File: src/rtl/argon_lsu.sv
// Single-outstanding load/store unit between a CPU request port and a fixed-latency memory.
// Optional local misalignment detection: define ARGON_LSU_MISALIGN_CHECK_EN.
module argon_lsu #(
  parameter int unsigned RD_LATENCY = 1
) (
  input  logic        i_clk,
  input  logic        i_reset,
  input  logic        i_req_valid,
  output logic        o_req_ready,
  input  logic        i_req_write,
  input  logic [1:0]  i_req_size,
  input  logic        i_req_unsigned,
  input  logic [31:0] i_req_addr,
  input  logic [31:0] i_req_wdata,
  output logic        o_resp_valid,
  input  logic        i_resp_ready,
  output logic [31:0] o_resp_rdata,
  output logic [1:0]  o_resp_err,
  output logic [31:0] o_mem_address,
  output logic [31:0] o_mem_wr_data,
  output logic [1:0]  o_mem_wr_mask,
  output logic [2:0]  o_mem_rd_mask,
  input  logic [31:0] i_mem_rd_data,
  input  logic        i_mem_err_address_misaligned,
  input  logic        i_mem_err_invalid_read_mask
);

  localparam logic [1:0] CNT_LAST = 2'(RD_LATENCY - 1);

  typedef enum logic [1:0] {IDLE, ISSUE, WAIT, RESP} state_t;

  state_t      state;
  logic        wr_q;
  logic        uns_q;
  logic [1:0]  size_q;
  logic [1:0]  err_acc;
  logic [1:0]  cnt;
  logic [1:0]  local_err_c;
  logic [1:0]  err_now_c;
  logic [31:0] wdata_c;

  // Requests rejected without touching memory
  always_comb begin
    local_err_c = 2'b00;
    if (i_req_size == 2'b11) begin
      local_err_c = 2'b10;
    end
`ifdef ARGON_LSU_MISALIGN_CHECK_EN
    else if ((i_req_size == 2'b01 && i_req_addr[0]) ||
             (i_req_size == 2'b10 && i_req_addr[1:0] != 2'b00)) begin
      local_err_c = 2'b01;
    end
`endif
  end

  always_comb begin
    case (i_req_size)
      2'b00:   wdata_c = {24'h0, i_req_wdata[7:0]};
      2'b01:   wdata_c = {16'h0, i_req_wdata[15:0]};
      default: wdata_c = i_req_wdata;
    endcase
  end

  assign err_now_c = err_acc | {i_mem_err_invalid_read_mask, i_mem_err_address_misaligned};

  function automatic logic [31:0] extend(input logic [31:0] d, input logic [1:0] sz,
                                         input logic uns);
    case (sz)
      2'b00:   extend = uns ? {24'h0, d[7:0]}  : {{24{d[7]}}, d[7:0]};
      2'b01:   extend = uns ? {16'h0, d[15:0]} : {{16{d[15]}}, d[15:0]};
      default: extend = d;
    endcase
  endfunction

  always_ff @(posedge i_clk) begin
    if (!i_reset) begin
      state         <= IDLE;
      o_req_ready   <= 1'b1;
      o_resp_valid  <= 1'b0;
      o_resp_rdata  <= 32'h0;
      o_resp_err    <= 2'b00;
      o_mem_address <= 32'h0;
      o_mem_wr_data <= 32'h0;
      o_mem_wr_mask <= 2'b00;
      o_mem_rd_mask <= 3'b000;
      wr_q          <= 1'b0;
      uns_q         <= 1'b0;
      size_q        <= 2'b00;
      err_acc       <= 2'b00;
      cnt           <= 2'b00;
    end else begin
      case (state)
        IDLE: begin
          if (i_req_valid) begin
            o_req_ready <= 1'b0;
            wr_q        <= i_req_write;
            uns_q       <= i_req_unsigned;
            size_q      <= i_req_size;
            err_acc     <= 2'b00;
            cnt         <= 2'b00;
            if (local_err_c != 2'b00) begin
              state        <= RESP;
              o_resp_valid <= 1'b1;
              o_resp_err   <= local_err_c;
              o_resp_rdata <= 32'h0;
            end else begin
              state         <= ISSUE;
              o_mem_address <= i_req_addr;
              if (i_req_write) begin
                o_mem_wr_data <= wdata_c;
                o_mem_wr_mask <= i_req_size + 2'd1;
              end else begin
                o_mem_rd_mask <= 3'(3'b001 << i_req_size);
              end
            end
          end
        end
        ISSUE: begin
          o_mem_wr_mask <= 2'b00;
          o_mem_rd_mask <= 3'b000;
          if (wr_q) begin
            state        <= RESP;
            o_resp_valid <= 1'b1;
            o_resp_err   <= err_now_c;
            o_resp_rdata <= 32'h0;
          end else begin
            state   <= WAIT;
            err_acc <= err_now_c;
            cnt     <= 2'b00;
          end
        end
        WAIT: begin
          err_acc <= err_now_c;
          // Data is valid RD_LATENCY cycles after the ISSUE cycle
          if (cnt == CNT_LAST) begin
            state        <= RESP;
            cnt          <= 2'b00;
            o_resp_valid <= 1'b1;
            o_resp_err   <= err_now_c;
            o_resp_rdata <= (err_now_c != 2'b00) ? 32'h0 : extend(i_mem_rd_data, size_q, uns_q);
          end else begin
            cnt <= cnt + 2'd1;
          end
        end
        RESP: begin
          if (i_resp_ready) begin
            state        <= IDLE;
            o_resp_valid <= 1'b0;
            o_req_ready  <= 1'b1;
          end
        end
        default: state <= IDLE;
      endcase
    end
  end

endmodule

File: config.mk
export PLATFORM = sky130hd
export DESIGN_NAME = argon_lsu
export DESIGN_NICKNAME = d
export VERILOG_FILES = /design/src/rtl/argon_lsu.sv
export SDC_FILE = /design/constraint.sdc
export NUM_CORES = 1
export LEC_CHECK = 0
export CAP_MARGIN = 15
export CORE_MARGIN = 2
export CORE_UTILIZATION = 42
export DETAILED_ROUTE_END_ITERATION = 10
export PLACE_DENSITY = 0.81
export SLEW_MARGIN = 20
export SYNTH_ARGS = -nofsm -noshare
export SYNTH_HDL_FRONTEND = slang
export SYNTH_SLANG_ARGS = --single-unit
export TNS_END_PERCENT = 10
File: constraint.sdc
create_clock -name i_clk -period 2 [get_ports i_clk]
set_input_delay 0.4 -clock i_clk [delete_from_list [all_inputs] [get_ports i_clk]]
set_output_delay 0.4 -clock i_clk [all_outputs]
set_load 0.005 [all_outputs]
======== Word-level counts from Yosys, hierarchy flattened ========
Cells that the tools add are included.
storage, ports and cells
  flip-flop bits (word level) ............. 115
  bits in writable memories ............... 0
  word-level logic and storage cells ...... 98
  memories ................................ 0
  bits of input ports ..................... 106
  output and inout bits ................... 105
  ROM bits ................................ 0
  bits in latches ......................... 0
cells by class
  shift operators ......................... 1
  div/mod/pow operators ................... 0
  bitwise gates (word level) .............. 2
  magnitude comparators ................... 0
  $mul .................................... 0
  muxes and demuxes ....................... 45
  add/subtract/negate cells ............... 2
  reductions and logical operators ........ 19
  eq/ne operators ......................... 15
operators with widths
  operator                                                           number
  32-bit two-way mux                                                 7
  32-bit one-hot mux with 2 select lines                             2
  32-bit one-hot mux with 3 select lines                             1
  2-bit two-way mux                                                  16
  2-bit inequality test, second input constant                       9
  2-bit one-hot mux with 3 select lines                              3
  3-bit AND reduction                                                4
  4-bit AND reduction                                                3
  5-bit AND reduction                                                2
  3-bit two-way mux                                                  3
  2-bit zero test                                                    4
  1-bit two-way mux                                                  8
  2-bit one-hot mux with 4 select lines                              1
  2-bit nonzero test                                                 4
  2-bit by 1-bit == test with 1-bit output, second input constant    3
  2-bit == test, second input constant                               3
  3-bit one-hot mux with 2 select lines                              1
  2-bit by 1-bit adder with 2-bit output, second input constant      2
  1-bit one-hot mux with 4 select lines                              1
  2-bit one-hot mux with 2 select lines                              1
  3-bit nonzero test                                                 1
  1-bit by 2-bit << shifter with 3-bit output, first input constant  1
  2-bit OR                                                           1
  1-bit one-hot mux with 2 select lines                              1
  other kinds (2)                                                    2

======== Longest topological paths before layout ========
  depth after elaboration ................. 6
  depth in mapped cells ................... 10

======== Worst setup path after synthesis ========
No wires, ideal clock.
  path kind ............................... register to register
  start ................................... register state[0]
  end ..................................... register o_mem_wr_data[22]
  period minus slack after synthesis ...... 1788 ps
  path slack .............................. 212 ps
  stages on the path, launching flop included .. 11
  data required time ...................... 1868 ps
  buffers on the path ..................... 4
  arrival time ............................ 1655 ps
  cells stage by stage .................... dfxtp_1 -> inv_1 -> ha_1 -> buf_2 -> and3b_1 -> buf_2 -> and2_1 -> buf_2 -> buf_4 -> nand3_1 -> a21oi_1
on the way
  longest elaborated chain between the ends .. 2
RTL lines
  what                           line  RTL
  start, declared                32    state_t state;
  start signal, assigned         77    state <= IDLE;
  start signal, assigned         102   state <= RESP;
  start signal, assigned         107   state <= ISSUE;
  2-bit zero test                92    case (state)
  4-bit AND reduction (no line)  n/a
  end signal, assigned           110   o_mem_wr_data <= wdata_c;
  end, declared                  20    output logic [31:0] o_mem_wr_data,
Every way passes these cells.
A chain may end at the register's enable or synchronous reset.

======== Worst setup path after layout ========
  start ................................... register state[0]
  end ..................................... register o_resp_rdata[2]
on the way
  longest elaborated chain between the ends .. 3
  elaborated cells between the ends (all ways) .. 10
RTL lines
  what                                                                          line  RTL
  2-bit == test (tied with other cells)                                         92
  2-bit inequality test (no line) / 3-bit nonzero test (equally long branches)  n/a
  5-bit AND reduction (no line)                                                 n/a
  end signal, assigned                                                          140   o_resp_rdata <= (err_now_c != 2'b00) ? 32'h0 : extend(i_mem_rd_data, size_q, uns_q);
  end, declared                                                                 17    output logic [31:0] o_resp_rdata,
Parallel ways exist; a longest one is shown, timed or not.

==> metrics.txt <==
status finished, final reports clean; IO Pins 211; asr flop ratio synth 0%; PwrDens 1120 nW/µm²; RSZ-0062 raised after global routing no; Rows 38; GRT overflow 0; Synthesis Warnings 0; nature of the critical path startpoint register; Pleak 0.00277 µW; hold path cells 3; Tcrit/Tclk final 93.0%; Peak supply drop 727 µV; Slew Limit Headroom 59.4%; Clock H-tree levels 4; setup bufs post-CTS 0; CTS Buffer Depth 2; Root Buffer clkbuf_8; EDFF count, synth 0; Initial DRC Count 314; gr usage total 24.9%; Fill cells 831; Synth cell types 36; most frequent cells in the layout clkdlybuf4s50_1, nand2_1, dfxtp_1; Synth Register Bits 115; Max FO, Critical Path 34; Die W 110 µm; vias per inst 5.37; CTS Sinks 115; highest clock rate 538 MHz; Worst-Margin Slew 607 ps; Setup crit end kind register; register area share after synthesis 48.7%; vias in the first global route 5020; full die area 12100 µm²; cell count after placement 931; hold_buf cts 0; via count 5168; Post-Synthesis Net Count 725; Antenna diodes 0; placed wire-length estimate 10.5 mm; clk_lat worst skew 510 ps; max-cap violation count 0; fraction of layout cells with a size suffix above 1 7.18%; Num CTS Buffers 17; initial antenna violation count 0; largest net degree at the start of global routing 35; Nets 927; clock slew at reported path FFs 60 ps; placed cell area 7070 µm²; critical path class register to register; Final min period 1860 ps; Hold Path Class input port to register; cts repair resizes 0; r2r worst-path depth 7; Worst EP arrival 2300 ps; top_reg_cell synth dfxtp_1; P&R area growth vs syn 62.7%; DIE HEIGHT 110 µm; final setup fails 0; global-route wire length before repair 23.6 mm; TNS Setup 0 ps; Slew Limit Fails 0; Initial Utilization 43.4%; final hold vios 0; DRC viols 0; Post-Syn Area 4730 µm²; RD Place Congestion 0.820; number of routed nets with antenna violations 0; Worst Skew 5.98 ps; number of port buffers 210; Syn Area/Cell 7.77 µm²; Crit path required time 2440 ps; non-filler cells, final 962; wire length per cell 15.8 µm; WL final 15.2 mm; post-route cell area 7690 µm²; First-pass DRT Iterations 6; synthesized instance count 608; most common cell after layout, fill and taps aside clkdlybuf4s50_1; core area 10900 µm²; CTS tree built
registers in the layout, summed over array words and instances, names as in the netlist:
signal	count
o_resp_err	2
size_q	2
o_mem_rd_mask	3
o_resp_rdata	32
state	2
o_mem_wr_data	32
o_mem_wr_mask	2
cnt	2
o_resp_valid	1
o_mem_address	32
err_acc	2
wr_q	1
o_req_ready	1
uns_q	1
worst max-delay path, cell delays in order, from the launching register on:
cell and delay [ps]:
dfxtp_1 390, inv_1 120, ha_1 340, nand2b_1 160, and3_1 250, buf_12 220, nand4_1 120, a21oi_1 180
where the power goes:
part | total (µW) | internal (µW) | switching [µW]
Clock | 3160 | 2140 | 1010
Sequential | 2700 | 2540 | 161
Combinational | 2750 | 1230 | 1520
Total | 8610 | 5910 | 2700
per-stage QoR:
stage | utilization [%] | setup WS (ps) | hold WS [ps] | power, µW
after CTS | 70.6 | 151 | 406 | 8650
after global placement | 64.9 | -26.9 | 438 | 5330
after detailed placement | 64.9 | -117 | 443 | 5430
after floorplan | - | 212 | 432 | 4200
after global routing | 70.6 | 10.2 | 410 | 9030
final | 70.6 | 141 | 428 | 8610
final timing paths:
check / startpoint / endpoint / slack, ps
max: state[0] / o_resp_rdata[2] / 140
min: i_req_addr[22] / o_mem_address[22] / 430
max reg2reg: state[0] / o_resp_rdata[2] / 140
min reg2reg: o_mem_wr_data[8] / o_mem_wr_data[8] / 450
area by class of cell:
| type | count | area (µm²) | share of cell area (%) |
|---|---|---|---|
| clock buffers | 22 | 473 | 6.15 |
| flip-flops and latches | 115 | 2300 | 29.9 |
| clock inverters | 9 | 151 | 1.97 |
| well taps | 140 | 175 | 2.28 |
| multi-input cells | 432 | 2160 | 28.1 |
| repair buffers | 237 | 2400 | 31.3 |
| inverters | 7 | 26.3 | 0.342 |
layer usage:
layer | part of all wire [%] | GRT usage (%) | wire [µm]
met1 | 39 | 27.9 | 5930
met2 | 50 | 42.2 | 7550
met3 | 8.0 | 7.70 | 1220
met4 | 3.3 | 12.9 | 504
met5 | 0 | 0 | 0
kinds of logic (layout without fill, tap and decap cells):
logic type	Yosys count	in the layout	synth area share (%)
flip-flops	115	115	48.7
AND/OR/NAND/NOR	254	254	23.9
buffers and inverters	61	275	5.64
adder cells (fa/ha/maj)	11	11	2.91
AO/OA/AOI/OAI	166	166	18.7
multiplexers	1	1	0.212
Yosys cell counts (8+ instances only):
cell type | count | area share [%]
o22ai_1 | 16 | 2.1
nand2_1 | 156 | 12
ha_1 | 11 | 2.9
nand4_1 | 18 | 2.4
a21oi_1 | 92 | 9.7
buf_2 | 15 | 1.6
nand2b_1 | 8 | 1.1
clkbuf_1 | 32 | 2.5
dfxtp_1 | 115 | 49
nor2_1 | 11 | 0.87
o21ai_0 | 45 | 4.8
nand3_1 | 46 | 4.9
Power figures use the tool's default switching activity.
